--- src/rtl/move_pkg.sv ---
// Shared types and defaults for the move-instruction sequencer.
package move_pkg;

  localparam int DATA_WIDTH_DEF = 16;
  localparam int TIMEOUT_DEF    = 15;

  typedef enum logic [2:0] {
    IDLE     = 3'd0,
    SRC_DEV  = 3'd1,
    SRC_ADDR = 3'd2,
    TGT_DEV  = 3'd3,
    TGT_ADDR = 3'd4,
    RD       = 3'd5,
    WR       = 3'd6
  } state_e;

endpackage

--- src/rtl/move_sched_if.sv ---
// Instruction stream + device bus bundle for move_sched.
// master: the sequencer side; slave: instruction memory / device bus side.
interface move_sched_if #(
  parameter int DATA_WIDTH = 16
) ();

  logic [DATA_WIDTH-1:0] ir;
  logic                  ir_valid;
  logic                  ir_ready;
  logic [DATA_WIDTH-1:0] dev_sel;
  logic [DATA_WIDTH-1:0] dev_addr;
  logic                  dev_rd;
  logic                  dev_wr;
  logic [DATA_WIDTH-1:0] dev_wdata;
  logic [DATA_WIDTH-1:0] dev_rdata;
  logic                  dev_ack;
  logic                  busy;
  logic                  done;
  logic                  err;

  modport master (
    input  ir, ir_valid, dev_rdata, dev_ack,
    output ir_ready, dev_sel, dev_addr, dev_rd, dev_wr, dev_wdata, busy, done, err
  );

  modport slave (
    output ir, ir_valid, dev_rdata, dev_ack,
    input  ir_ready, dev_sel, dev_addr, dev_rd, dev_wr, dev_wdata, busy, done, err
  );

endinterface

--- src/rtl/move_timeout.sv ---
// Bus-phase timeout counter: counts request cycles, flags the last allowed one.
module move_timeout #(
  parameter int TIMEOUT = 15
) (
  input  logic clk,
  input  logic rst,
  input  logic clr,
  input  logic en,
  output logic expired
);

  localparam int CW = $clog2(TIMEOUT + 1);

  logic [CW-1:0] cnt_q, cnt_d;

  // Clear wins over counting; saturate so a stuck phase cannot wrap.
  always_comb begin
    cnt_d = cnt_q;
    if (clr) begin
      cnt_d = '0;
    end else if (en && (cnt_q != CW'(TIMEOUT))) begin
      cnt_d = cnt_q + 1'b1;
    end
  end

  // Counter register.
  always_ff @(posedge clk or posedge rst) begin
    if (rst) begin
      cnt_q <= '0;
    end else begin
      cnt_q <= cnt_d;
    end
  end

  // High during the TIMEOUT-th request cycle of the current phase.
  assign expired = en && (cnt_q == CW'(TIMEOUT - 1));

endmodule

--- src/rtl/move_sched.sv ---
// Move-instruction sequencer: fetches src dev/addr and tgt dev/addr words,
// then performs one device read and one device write of the captured data.
// Optional feature macro: MOVE_TIMEOUT_EN (aborts a bus phase after TIMEOUT
// request cycles without ack and pulses err).
module move_sched
  import move_pkg::*;
#(
  parameter int DATA_WIDTH = DATA_WIDTH_DEF,
  parameter int TIMEOUT    = TIMEOUT_DEF
) (
  input logic          clk,
  input logic          rst,
  move_sched_if.master bus
);

  state_e                state_q, state_d;
  logic [DATA_WIDTH-1:0] src_dev_q, src_dev_d;
  logic [DATA_WIDTH-1:0] src_addr_q, src_addr_d;
  logic [DATA_WIDTH-1:0] tgt_dev_q, tgt_dev_d;
  logic [DATA_WIDTH-1:0] tgt_addr_q, tgt_addr_d;
  logic [DATA_WIDTH-1:0] data_q, data_d;
  logic                  done_q, done_d;
  logic                  err_q, err_d;
  logic                  expired;

  logic                  ir_ready;
  logic                  busy;
  logic                  dev_rd;
  logic                  dev_wr;
  logic [DATA_WIDTH-1:0] dev_sel;
  logic [DATA_WIDTH-1:0] dev_addr;
  logic [DATA_WIDTH-1:0] dev_wdata;

`ifdef MOVE_TIMEOUT_EN
  logic in_phase;
  assign in_phase = (state_q == RD) || (state_q == WR);

  // Counter restarts whenever a phase is not active or has just ended.
  move_timeout #(
    .TIMEOUT (TIMEOUT)
  ) u_timeout (
    .clk     (clk),
    .rst     (rst),
    .clr     (!in_phase || bus.dev_ack || expired),
    .en      (in_phase),
    .expired (expired)
  );
`else
  logic unused_timeout;
  assign unused_timeout = (TIMEOUT != 0);
  assign expired        = 1'b0;
`endif

  // State, operand and pulse registers.
  always_ff @(posedge clk or posedge rst) begin
    if (rst) begin
      state_q    <= IDLE;
      src_dev_q  <= '0;
      src_addr_q <= '0;
      tgt_dev_q  <= '0;
      tgt_addr_q <= '0;
      data_q     <= '0;
      done_q     <= 1'b0;
      err_q      <= 1'b0;
    end else begin
      state_q    <= state_d;
      src_dev_q  <= src_dev_d;
      src_addr_q <= src_addr_d;
      tgt_dev_q  <= tgt_dev_d;
      tgt_addr_q <= tgt_addr_d;
      data_q     <= data_d;
      done_q     <= done_d;
      err_q      <= err_d;
    end
  end

  // Next state: fetch words on accept, then wait for ack in RD and WR
  // (ack beats timeout when both land in the same cycle).
  always_comb begin
    state_d    = state_q;
    src_dev_d  = src_dev_q;
    src_addr_d = src_addr_q;
    tgt_dev_d  = tgt_dev_q;
    tgt_addr_d = tgt_addr_q;
    data_d     = data_q;
    done_d     = 1'b0;
    err_d      = 1'b0;
    case (state_q)
      IDLE: state_d = SRC_DEV;
      SRC_DEV: if (bus.ir_valid) begin
        src_dev_d = bus.ir;
        state_d   = SRC_ADDR;
      end
      SRC_ADDR: if (bus.ir_valid) begin
        src_addr_d = bus.ir;
        state_d    = TGT_DEV;
      end
      TGT_DEV: if (bus.ir_valid) begin
        tgt_dev_d = bus.ir;
        state_d   = TGT_ADDR;
      end
      TGT_ADDR: if (bus.ir_valid) begin
        tgt_addr_d = bus.ir;
        state_d    = RD;
      end
      RD: begin
        if (bus.dev_ack) begin
          data_d  = bus.dev_rdata;
          state_d = WR;
        end else if (expired) begin
          err_d   = 1'b1;
          state_d = SRC_DEV;
        end
      end
      WR: begin
        if (bus.dev_ack) begin
          done_d  = 1'b1;
          state_d = SRC_DEV;
        end else if (expired) begin
          err_d   = 1'b1;
          state_d = SRC_DEV;
        end
      end
      default: state_d = IDLE;
    endcase
  end

  // Outputs decode purely from registered state.
  always_comb begin
    ir_ready  = 1'b0;
    busy      = 1'b0;
    dev_rd    = 1'b0;
    dev_wr    = 1'b0;
    dev_sel   = '0;
    dev_addr  = '0;
    dev_wdata = '0;
    case (state_q)
      SRC_DEV: ir_ready = 1'b1;
      SRC_ADDR, TGT_DEV, TGT_ADDR: begin
        ir_ready = 1'b1;
        busy     = 1'b1;
      end
      RD: begin
        busy     = 1'b1;
        dev_rd   = 1'b1;
        dev_sel  = src_dev_q;
        dev_addr = src_addr_q;
      end
      WR: begin
        busy      = 1'b1;
        dev_wr    = 1'b1;
        dev_sel   = tgt_dev_q;
        dev_addr  = tgt_addr_q;
        dev_wdata = data_q;
      end
      default: ;
    endcase
  end

  assign bus.ir_ready  = ir_ready;
  assign bus.busy      = busy;
  assign bus.dev_rd    = dev_rd;
  assign bus.dev_wr    = dev_wr;
  assign bus.dev_sel   = dev_sel;
  assign bus.dev_addr  = dev_addr;
  assign bus.dev_wdata = dev_wdata;
  assign bus.done      = done_q;
  assign bus.err       = err_q;

endmodule

--- src/flat_wrapper.sv ---
// flat-port wrapper written by rule: the top's interface ports become plain ports
module move_sched_flat import move_pkg::*;
#(
  parameter int DATA_WIDTH = DATA_WIDTH_DEF,
  parameter int TIMEOUT    = TIMEOUT_DEF
)
  (clk, rst, bus_ir, bus_ir_valid, bus_dev_rdata, bus_dev_ack, bus_ir_ready, bus_dev_sel, bus_dev_addr, bus_dev_rd, bus_dev_wr, bus_dev_wdata, bus_busy, bus_done, bus_err);
  move_sched_if #(.DATA_WIDTH(DATA_WIDTH)) bus_i ();
  input logic clk;
  input logic rst;
  input wire logic [$bits(bus_i.ir)-1:0] bus_ir;
  input wire logic [$bits(bus_i.ir_valid)-1:0] bus_ir_valid;
  input wire logic [$bits(bus_i.dev_rdata)-1:0] bus_dev_rdata;
  input wire logic [$bits(bus_i.dev_ack)-1:0] bus_dev_ack;
  output wire logic [$bits(bus_i.ir_ready)-1:0] bus_ir_ready;
  output wire logic [$bits(bus_i.dev_sel)-1:0] bus_dev_sel;
  output wire logic [$bits(bus_i.dev_addr)-1:0] bus_dev_addr;
  output wire logic [$bits(bus_i.dev_rd)-1:0] bus_dev_rd;
  output wire logic [$bits(bus_i.dev_wr)-1:0] bus_dev_wr;
  output wire logic [$bits(bus_i.dev_wdata)-1:0] bus_dev_wdata;
  output wire logic [$bits(bus_i.busy)-1:0] bus_busy;
  output wire logic [$bits(bus_i.done)-1:0] bus_done;
  output wire logic [$bits(bus_i.err)-1:0] bus_err;
  assign bus_i.ir = bus_ir;
  assign bus_i.ir_valid = bus_ir_valid;
  assign bus_i.dev_rdata = bus_dev_rdata;
  assign bus_i.dev_ack = bus_dev_ack;
  assign bus_ir_ready = bus_i.ir_ready;
  assign bus_dev_sel = bus_i.dev_sel;
  assign bus_dev_addr = bus_i.dev_addr;
  assign bus_dev_rd = bus_i.dev_rd;
  assign bus_dev_wr = bus_i.dev_wr;
  assign bus_dev_wdata = bus_i.dev_wdata;
  assign bus_busy = bus_i.busy;
  assign bus_done = bus_i.done;
  assign bus_err = bus_i.err;
  move_sched #(.DATA_WIDTH(DATA_WIDTH), .TIMEOUT(TIMEOUT)) u_core (.clk(clk), .rst(rst), .bus(bus_i));
endmodule
--- config.mk ---
export PLATFORM = sky130hd
export DESIGN_NAME = move_sched_flat
export DESIGN_NICKNAME = d
export VERILOG_FILES = /design/src/rtl/move_pkg.sv /design/src/rtl/move_sched_if.sv /design/src/rtl/move_timeout.sv /design/src/rtl/move_sched.sv /design/src/flat_wrapper.sv
export SDC_FILE = /design/constraint.sdc
export NUM_CORES = 1
export LEC_CHECK = 0
export BUFFER_PORTS_ARGS = -buffer_cell sky130_fd_sc_hd__buf_4
export CAP_MARGIN = 20
export CORE_ASPECT_RATIO = 1.2
export CORE_MARGIN = 2
export CORE_UTILIZATION = 45
export DETAILED_ROUTE_END_ITERATION = 12
export PLACE_DENSITY = 0.68
export SYNTH_ARGS = -nofsm -noshare
export SYNTH_HDL_FRONTEND = slang
export SYNTH_SLANG_ARGS = --single-unit
--- constraint.sdc ---
create_clock -name clk -period 7.85 [get_ports clk]
set_clock_uncertainty 0.2 [all_clocks]
set_input_delay 1.9625 -clock clk [delete_from_list [all_inputs] [get_ports clk]]
set_output_delay 1.9625 -clock clk [all_outputs]
set_load 0.05 [all_outputs]
==> flow_summary_export.csv, run 1 <==
group,metric,value,unit
outcome,status,"finished, final reports clean",
global_routing,grt_pass1_vias,2712,
worst_setup_path,crit_type,"reg2out",
worst_hold_path,worstHoldStart,"u_core.data_q[9]",
timing,whs,0.3085,ns
floorplanning,start_util,46.47,%
power_and_ir_drop,pwr-share-clk,18.8,%
worst_setup_path,worstPathRequired,5.69,ns
cells_and_area,final_area,4956,µm²
drt,route.detailed.drc,0,
timing,hold_viol,0,
clock_tree,cts_resized,0,
timing,worst_slew_pin_slew,0.9493,ns
global_routing,grt_max_degree,85,
timing,tns,0,ns
worst_setup_path,start_kind,"register",
cells_and_area,layout-drive-gt1-share,51.17,%
worst_setup_path,r2r_end,"u_core.tgt_addr_q[2]",
drt,ant_nets,0,
cells_and_area,nNetsFinal,414,
clock_tree,cts-root-buf,"clkbuf_8",
cells_and_area,instances_no_fill,500,
timing,setup_violations,0,
clock_tree,clock_path_buffers,2,
placed_design,dp_hpwl,5324,µm
worst_setup_path,crit_fanout,35,
timing,min_period_over_period,57.22,%
worst_hold_path,holdPathEnd,"u_core.data_q[9]",
power_and_ir_drop,p_comb_share,43.2,%
floorplanning,coreArea,8611,µm²
placed_design,numPortBuffers,88,
clock_tree,cts_num_sinks,84,
global_routing,grt-ovfl-total,0,
power_and_ir_drop,p_int,1294,µW
worst_setup_path,endpoint_kind,"primary output",
global_routing,grt_usage,18.36,%
drt,dr.pass1.iters,4,
power_and_ir_drop,leakagePower,0.002301,µW
drt,vias_per_cell,5.300,
cells_and_area,final_common_cell,"buf_4",
global_routing,antenna_found_initial,0,
drt,vias,2650,
logic_synthesis,syn_area,4001,µm²
logic_synthesis,synth-edff-count,0,
placed_design,globalplace.congestion,0.7266,
logic_synthesis,syn_area_per_cell,13.25,µm²
worst_setup_path,crit_arrival,2.33,ns
logic_synthesis,synth_cells,302,
global_routing,grt_pass1_wl,14080,µm
logic_synthesis,yosysSeqAreaShare,52.53,%
power_and_ir_drop,p_per_area,414.3,nW/µm²
timing,maxSlewViolCount,0,
cells_and_area,antenna_cells,0,
worst_hold_path,hp-class,"reg2reg",
placed_design,dp.cells,482,
floorplanning,io_pins,90,
clock_tree,post_cts_buffers,0,
placed_design,placed_area,4642,µm²
floorplanning,die_h,107.3,µm
drt,drt_iter0_drc,78,
power_and_ir_drop,switching_share,36.99,%
floorplanning,design.die.area,9665,µm²
power_and_ir_drop,p_switching,759.5,µW
power_and_ir_drop,ir_drop,0.0001719,V
worst_setup_path,r2r_start,"u_core.state_q[2]",
worst_setup_path,rrSetupSlack,5.05,ns
drt,routed_wl,8584,µm
logic_synthesis,synthDistinctLibCells,28,
timing,finalCriticalPeriod,4.492,ns
logic_synthesis,async_reset_ff_share,100.0,%
logic_synthesis,synthesis.nets,338,
floorplanning,die_w,90.08,µm
timing,timing.fmax,222.6,MHz
cells_and_area,syn_to_final_growth,23.86,%
floorplanning,rows,37,
cells_and_area,mostFrequentLayoutCells,"buf_4 (90), dfrtp_1 (84), mux2_2 (60), nor2b_1 (33), a22oi_1 (32)",
clock_tree,clkSlewWorstSetupHoldPaths,0.08,ns
clock_tree,numCtsBuffers,9,
logic_synthesis,synthFlopType,"dfrtp_1",
logic_synthesis,yosys_warnings,0,
worst_setup_path,ff2ff_path_depth,3,
timing,relSlewSlack,36.72,%
drt,routedWlPerCell,17.17,µm
power_and_ir_drop,p_total,2054,µW
power_and_ir_drop,seqPwrFrac,38.1,%
clock_tree,cts_tree,"done",
clock_tree,postCtsHoldBufs,0,
run,maxCapViolations,0,
timing,rsz0062_at_grt,"no",
clock_tree,clk_latency,0.35,ns
clock_tree,cts_htree_levels,3,
worst_hold_path,hold_path_depth,1,
logic_synthesis,ys_seq_elements,84,
worst max-delay path: stages, from the launching register on:
cell     delay [ns]
dfrtp_1        0.53
nor2b_4        0.84
a22oi_1        0.25
nor2b_1        0.15
buf_4          0.20
layer usage:
metal / up-vias / track usage [%] / wire length, µm
li1: 1213 / - / -
met5: - / 0 / 0
met1: 1344 / 23.78 / 3832
met3: 9 / 4.202 / 482
met4: 0 / 6.923 / 135
met2: 84 / 30.29 / 4134
state kept, by name (all words and copies together), names as in the netlist:
register	cells
u_core.data_q	16
u_core.src_addr_q	16
u_core.src_dev_q	16
u_core.tgt_addr_q	16
u_core.tgt_dev_q	16
u_core.state_q	3
u_core.bus.done	1
per-stage QoR:
step / utilization (%) / worst slack, ns
after global routing: 57.56 / 3.192
after global placement: 53.91 / 3.591
final: 57.56 / 3.358
after detailed placement: 53.91 / 3.529
after floorplan: - / 3.522
after CTS: 56.92 / 3.146
synth_stat cells, drive strengths merged (2+ instances only):
master / count / share of area (%)
and2: 6 / 1.1
o21ai: 5 / 0.63
nand3: 2 / 0.38
nor2b: 36 / 6.1
buf: 13 / 3.3
clkbuf: 14 / 1.3
nor2: 2 / 0.19
mux2: 80 / 24
a22oi: 32 / 6.0
nand2: 4 / 0.44
and3: 17 / 2.7
dfrtp: 84 / 53
worst max-delay path by stage:
stage,slack (ns),startpoint,end
3_5_place_dp,3.53,u_core.state_q[1],bus_dev_sel[14]
2_1_floorplan,3.52,rst,u_core.bus.done
4_1_cts,3.15,u_core.state_q[1],bus_dev_sel[14]
6_report,3.36,u_core.state_q[0],bus_dev_addr[7]
3_3_place_gp,3.59,u_core.state_q[1],bus_dev_addr[8]
5_1_grt,3.19,u_core.state_q[0],bus_dev_sel[14]
area by class of cell:
type | count | area (µm²)
clock buffer | 11 | 151.4
fill | 731 | 3655
inverter | 1 | 5.005
tap | 117 | 146.4
timing repair buffer | 92 | 730.7
clock inverter | 5 | 107.6
multi-input combinational | 190 | 1713
sequential | 84 | 2102
power by group through the flow:
stage          sequential [µW]  combinational, µW  clock, µW
2_1_floorplan              730                740          0
3_5_place_dp               785                881          0
4_1_cts                    779                884        391
3_3_place_gp               773                860          0
5_1_grt                    808                945        412
6_report                   781                886        386
cell families (layout without fill, tap and decap cells):
kind of cell           Yosys count  in the layout  synth area share, %
flip-flops                      84             84                52.53
AO/OA/AOI/OAI                   40             40                7.192
XOR/XNOR                         1              1               0.2189
multiplexers                    80             80                24.39
AND/OR/NAND/NOR                 68             68                10.91
other                            1              1              0.09372
buffers and inverters           28            109                4.659
(Power assumes the default switching activity.)
==> run 2: changes to the inputs <==
--- a/config.mk
+++ b/config.mk
@@ -5,13 +5,14 @@
 export SDC_FILE = /design/constraint.sdc
 export NUM_CORES = 1
 export LEC_CHECK = 0
+export ABC_AREA = 1
 export BUFFER_PORTS_ARGS = -buffer_cell sky130_fd_sc_hd__buf_4
 export CAP_MARGIN = 20
 export CORE_ASPECT_RATIO = 1.2
 export CORE_MARGIN = 2
 export CORE_UTILIZATION = 45
 export DETAILED_ROUTE_END_ITERATION = 12
-export PLACE_DENSITY = 0.68
+export PLACE_DENSITY = 0.69
 export SYNTH_ARGS = -nofsm -noshare
 export SYNTH_HDL_FRONTEND = slang
 export SYNTH_SLANG_ARGS = --single-unit
==> constraint.sdc (replaced) <==
create_clock -name clk -period 4.47 [get_ports clk]
set_clock_uncertainty 0.2 [all_clocks]
set_input_delay 1.1175 -clock clk [delete_from_list [all_inputs] [get_ports clk]]
set_output_delay 1.1175 -clock clk [all_outputs]
set_load 0.05 [all_outputs]
==> run 2 against run 1 <==
Global-route usage increased by 0.72 points. Routed wire length shrank 4.3%. Die area shrank 7.9%. Worst setup slack got worse by 2.5 ns. Final area decreased by 7.9%. Hold slack worse by 0.017 ns. Largest power group is now sequential cells. Critical path depth up 2. Sequential power is 66% higher. Combinational power rose by 41%. Power up 48%.
==> flow_summary_export.csv, run 2 <==
group,metric,value,unit
placed_design,globalplace.congestion,0.8694,
cells_and_area,instances_no_fill,577,
floorplanning,design.die.area,8905,µm²
timing,worst_slew_pin_slew,0.7481,ns
cells_and_area,n_fill_cell,742,
placed_design,place_ws,1.255,ns
clock_tree,cts_resized,0,
logic_synthesis,synth_cells,397,
worst_hold_path,holdPathEnd,"u_core.tgt_addr_q[2]",
cells_and_area,nNetsFinal,513,
cells_and_area,antenna_cells,0,
drt,vias_per_cell,5.097,
clock_tree,clk_latency,0.35,ns
logic_synthesis,synth_top_cell_area_share,57.22,%
worst_setup_path,crit_type,"reg2out",
logic_synthesis,syn_area_per_cell,9.253,µm²
floorplanning,die_h,103.0,µm
worst_setup_path,ff2ff_path_depth,5,
clock_tree,cts_tree,"done",
worst_setup_path,start_kind,"register",
timing,rsz0062_at_grt,"no",
timing,timing.fmax,276.4,MHz
logic_synthesis,ys_seq_elements,84,
worst_setup_path,crit_fanout,24,
drt,dr.pass1.iters,8,
timing,setup_violations,0,
cells_and_area,final_common_cell,"buf_4",
logic_synthesis,synthDistinctLibCells,25,
logic_synthesis,yosysMostFrequentCell,"dfrtp_1",
global_routing,grt_usage,19.08,%
global_routing,grt-ovfl-total,0,
worst_hold_path,hold_path_depth,2,
logic_synthesis,syn_area,3674,µm²
floorplanning,die_w,86.48,µm
clock_tree,postCtsHoldBufs,0,
drt,routed_wl,8213,µm
run,maxCapViolations,0,
power_and_ir_drop,p_total,3040,µW
clock_tree,post_cts_buffers,0,
timing,finalCriticalPeriod,3.618,ns
timing,min_period_over_period,80.93,%
power_and_ir_drop,p_per_area,666.3,nW/µm²
logic_synthesis,synth-xor-area-share,0,%
outcome,status,"finished, final reports clean",
logic_synthesis,synth_simple_gate_area_share,15.19,%
timing,tns,0,ns
worst_hold_path,hp-class,"reg2reg",
floorplanning,rows,36,
worst_setup_path,crit_arrival,2.30,ns
logic_synthesis,synthTopCellsByArea,"dfrtp_1 (57%), nand2_1 (8.2%), a22o_1 (7.6%), o21ai_0 (6.5%), inv_1 (3.8%)",
logic_synthesis,synthAdderAreaFrac,0,%
floorplanning,start_util,45.82,%
timing,setup_ws,0.8524,ns
logic_synthesis,async_reset_ff_share,100.0,%
timing,maxSlewViolCount,0,
clock_tree,cts_num_sinks,84,
logic_synthesis,synth_compound_area_share,19.14,%
global_routing,grt_pass1_vias,2813,
logic_synthesis,netlist_top_cells_count,"dfrtp_1 (84), nand2_1 (80), o21ai_0 (48)",
logic_synthesis,synthesis.nets,433,
worst_setup_path,endpoint_kind,"primary output",
drt,route.detailed.drc,0,
floorplanning,io_pins,90,
drt,drt_iter0_drc,227,
timing,relSlewSlack,50.07,%
logic_synthesis,yosys_warnings,0,
worst_hold_path,worstHoldStart,"u_core.tgt_addr_q[2]",
global_routing,antenna_found_initial,0,
cells_and_area,layout-drive-gt1-share,25.52,%
worst_setup_path,r2r_end,"u_core.data_q[10]",
placed_design,dp_hpwl,5436,µm
floorplanning,coreArea,8018,µm²
drt,vias,2941,
logic_synthesis,synthFlopType,"dfrtp_1",
timing,hold_viol,0,
clock_tree,numCtsBuffers,9,
worst_setup_path,rrSetupSlack,2.21,ns
clock_tree,cts_htree_levels,3,
worst_setup_path,r2r_start,"u_core.state_q[2]",
worst_setup_path,startpoint,"u_core.state_q[0]",
clock_tree,cts-root-buf,"clkbuf_8",
worst_setup_path,worstPathRequired,3.15,ns
cells_and_area,syn_to_final_growth,24.22,%
global_routing,grt_max_degree,46,
placed_design,numPortBuffers,88,
logic_synthesis,synth-edff-count,0,
clock_tree,clock_path_buffers,2,
drt,ant_nets,0,
logic_synthesis,yosysTopAreaCell,"dfrtp_1",
drt,routedWlPerCell,14.23,µm
logic_synthesis,synth.area.mux_share,0,%
global_routing,grt_pass1_wl,13370,µm
logic_synthesis,yosysSeqAreaShare,57.22,%
cells_and_area,mostFrequentLayoutCells,"buf_4 (91), dfrtp_1 (84), nand2_1 (80), o21ai_0 (48)",
clock_tree,clkSlewWorstSetupHoldPaths,0.08,ns
power_and_ir_drop,leakagePower,0.002419,µW
logic_synthesis,synth_top_family_by_area,"compound AO/OA/AOI/OAI gates",
power_and_ir_drop,ir_drop,0.0002841,V
placed_design,dp.cells,559,
[run 2: cell types whose count changed after synthesis, sizes merged, moves of 11 or more]
cell,change
nand2,+78
inv,+39
clkbuf,-11
o21ai,+61
nor2,+38
a22o,+32
nor2b,-36
mux2,-80
and3,-17
a22oi,-32
a21oi,+15
[run 2: area by class of cell]
class	count	area (µm²)	share of cell area, %
flip-flops and latches	84	2102	46.07
multi-input cells	248	1265	27.72
repair buffers	94	740.7	16.23
inverters	40	151.4	3.318
clock buffers	10	137.6	3.016
well taps	95	118.9	2.605
clock inverters	6	47.55	1.042
[run 2: logic make-up (layout without fill, tap and decap cells)]
logic type | after synthesis | in the layout
and+or+nand+nor | 132 | 132
AOI/OAI and AO/OA | 115 | 115
DFF | 84 | 84
buffers and inverters | 65 | 150
other | 1 | 1
[run 2: worst max-delay path, cell delays in order, from the launching register on]
cell and delay (ns):
dfrtp_1 0.51, inv_1 0.15, nand2_1 0.11, nor2_4 0.52
inv_2 0.28, nor2_1 0.17, buf_4 0.22
[run 2: per-stage QoR]
step	hold slack [ns]	util, %	instance area, µm²
after floorplan	0.2540	-	3674
after detailed placement	0.2746	54.23	4348
after global placement	0.2663	53.89	4320
after CTS	0.2953	56.54	4533
after global routing	0.3090	56.91	4563
final	0.2912	56.91	4563
[run 2: layer usage]
metal,vias up,GRT usage (%),wire length [µm]
met5,-,0,0
met4,0,6.851,61
met3,7,4.083,522
met2,110,30.00,3876
met1,1367,26.36,3752
li1,1457,-,-
[run 2: how the worst max path moves through the flow]
stage	end	slack (ns)	cells past startpoint
after floorplan	u_core.bus.done	0.99	1
after global placement	bus_dev_sel[12]	1.29	6
after detailed placement	bus_dev_sel[12]	1.26	6
after CTS	bus_dev_sel[12]	0.86	6
after global routing	bus_dev_wdata[10]	0.69	6
final	bus_dev_wdata[7]	0.85	6
[run 2: report_power, final]
part | switching, µW | internal, µW
Combinational | 831 | 414
Clock | 277 | 221
Sequential | 192 | 1100
Total | 1300 | 1740
==> run 3: changes to the inputs <==
--- a/config.mk
+++ b/config.mk
@@ -5,14 +5,14 @@
 export SDC_FILE = /design/constraint.sdc
 export NUM_CORES = 1
 export LEC_CHECK = 0
-export ABC_AREA = 1
+export ABC_AREA = 0
 export BUFFER_PORTS_ARGS = -buffer_cell sky130_fd_sc_hd__buf_4
 export CAP_MARGIN = 20
 export CORE_ASPECT_RATIO = 1.2
 export CORE_MARGIN = 2
 export CORE_UTILIZATION = 45
 export DETAILED_ROUTE_END_ITERATION = 12
-export PLACE_DENSITY = 0.69
+export PLACE_DENSITY = 0.71
 export SYNTH_ARGS = -nofsm -noshare
 export SYNTH_HDL_FRONTEND = slang
 export SYNTH_SLANG_ARGS = --single-unit
==> constraint.sdc (replaced) <==
create_clock -name clk -period 3.09 [get_ports clk]
set_clock_uncertainty 0.2 [all_clocks]
set_input_delay 0.7725 -clock clk [delete_from_list [all_inputs] [get_ports clk]]
set_output_delay 0.7725 -clock clk [all_outputs]
set_load 0.05 [all_outputs]
==> run 3 against run 2 <==
Combinational power grew 85%. Utilization up 0.22 points. Power is 65% higher. Critical endpoint is now bus_dev_sel[0].
==> flow_summary_export.csv, run 3 (synthesis gave the netlist of run 1 again) <==
group,metric,value,unit
floorplanning,coreArea,8611,µm²
global_routing,grt_max_degree,38,
cells_and_area,layout-drive-gt1-share,51.80,%
clock_tree,cts_tree,"done",
worst_setup_path,crit_end,"bus_dev_sel[0]",
power_and_ir_drop,ir_drop,0.0005486,V
worst_setup_path,crit_fanout,25,
worst_setup_path,startpoint,"u_core.state_q[0]",
cells_and_area,multi_input_area,1713,µm²
global_routing,grt-ovfl-total,0,
worst_setup_path,crit_type,"reg2out",
drt,ant_nets,0,
timing,setup_ws,0.1487,ns
cells_and_area,nNetsFinal,419,
global_routing,grt_usage,18.54,%
clock_tree,numCtsBuffers,9,
timing,whs,0.2706,ns
worst_hold_path,hp-class,"in2async",
clock_tree,clock_path_buffers,2,
global_routing,grt_pass1_wl,14180,µm
cells_and_area,regArea,2102,µm²
cells_and_area,final_common_cell,"buf_4",
placed_design,numPortBuffers,88,
drt,routed_wl,8462,µm
clock_tree,postCtsHoldBufs,0,
clock_tree,cts_htree_levels,3,
worst_setup_path,ff2ff_path_depth,4,
cells_and_area,mostFrequentLayoutCells,"buf_4 (94), dfrtp_1 (84), mux2_2 (60), nor2b_1 (33), a22oi_1 (32)",
drt,vias_per_cell,5.317,
drt,drt_iter0_drc,118,
floorplanning,die_h,107.3,µm
clock_tree,cts_resized,0,
power_and_ir_drop,p_per_area,1017,nW/µm²
timing,relSlewSlack,61.91,%
cells_and_area,n_fill_cell,753,
timing,tns,0,ns
drt,dr.pass1.iters,4,
floorplanning,rows,37,
timing,timing.fmax,340.0,MHz
floorplanning,io_pins,90,
timing,worst_slew_pin_slew,0.5701,ns
clock_tree,cts-root-buf,"clkbuf_8",
placed_design,dp.cells,489,
drt,vias,2685,
clock_tree,clkSlewWorstSetupHoldPaths,0.09,ns
cells_and_area,instances_no_fill,505,
timing,rsz0062_at_grt,"no",
run,maxCapViolations,0,
worst_setup_path,r2r_end,"u_core.src_addr_q[12]",
drt,routedWlPerCell,16.76,µm
timing,maxSlewViolCount,0,
global_routing,grt_pass1_vias,2883,
placed_design,globalplace.congestion,0.7387,
worst_setup_path,endpoint_kind,"primary output",
placed_design,dp_hpwl,5617,µm
cells_and_area,antenna_cells,0,
worst_setup_path,worstPathRequired,2.12,ns
global_routing,antenna_found_initial,0,
power_and_ir_drop,p_total,5003,µW
clock_tree,post_cts_buffers,0,
clock_tree,clk_latency,0.35,ns
worst_setup_path,start_kind,"register",
timing,hold_viol,0,
worst_setup_path,rrSetupSlack,0.85,ns
worst_setup_path,r2r_start,"u_core.state_q[1]",
outcome,status,"finished, final reports clean",
clock_tree,cts_num_sinks,84,
power_and_ir_drop,leakagePower,0.002283,µW
floorplanning,design.die.area,9665,µm²
timing,finalCriticalPeriod,2.941,ns
placed_design,place_ws,0.5244,ns
worst_setup_path,crit_arrival,1.97,ns
floorplanning,start_util,46.47,%
timing,min_period_over_period,95.19,%
floorplanning,die_w,90.08,µm
timing,setup_violations,0,
cells_and_area,syn_to_final_growth,22.95,%
drt,route.detailed.drc,0,
run 3: layout make-up:
type | count | share of cell area [%]
sequential | 84 | 42.73
multi-input combinational | 190 | 34.82
timing repair buffer | 97 | 15.56
clock buffer | 11 | 3.077
tap | 117 | 2.976
clock inverter | 5 | 0.6867
inverter | 1 | 0.1526
run 3: worst max-delay path: stages, from the launching register on:
cell     delay (ns)
dfrtp_1        0.52
nor2b_4        0.40
buf_12         0.22
a22oi_1        0.12
nor2b_1        0.13
buf_4          0.21
run 3: power breakdown:
part | switching, µW | internal [µW]
Combinational | 1220 | 1100
Clock | 403 | 336
Sequential | 309 | 1640
run 3: how the worst min path moves through the flow:
stage / endpoint / cells past startpoint / start / slack, ns
after floorplan: u_core.data_q[0] / 1 / u_core.data_q[0] / 0.27
after global placement: u_core.data_q[13] / 1 / u_core.data_q[13] / 0.28
after detailed placement: u_core.data_q[0] / 1 / u_core.data_q[0] / 0.29
after CTS: u_core.tgt_addr_q[4] / 2 / rst / 0.27
after global routing: u_core.src_addr_q[4] / 2 / rst / 0.30
final: u_core.src_addr_q[4] / 2 / rst / 0.27
run 3: layer usage:
layer  vias up  part of all wire, %  track usage, %  routed length [µm]
met3        11                  6.2           5.182                 523
met2        89                   47           30.08                4010
met1      1363                   45           23.44                3775
met5         -                    0               0                   0
met4         0                  1.8           7.912                 153
li1       1222                    -               -                   -
run 3: stage by stage:
step,area (µm²),util (%)
CTS,4920,57.13
finish,4920,57.13
global route,4920,57.13
floorplan,4005,-
global placement,4735,54.98
detailed placement,4735,54.98
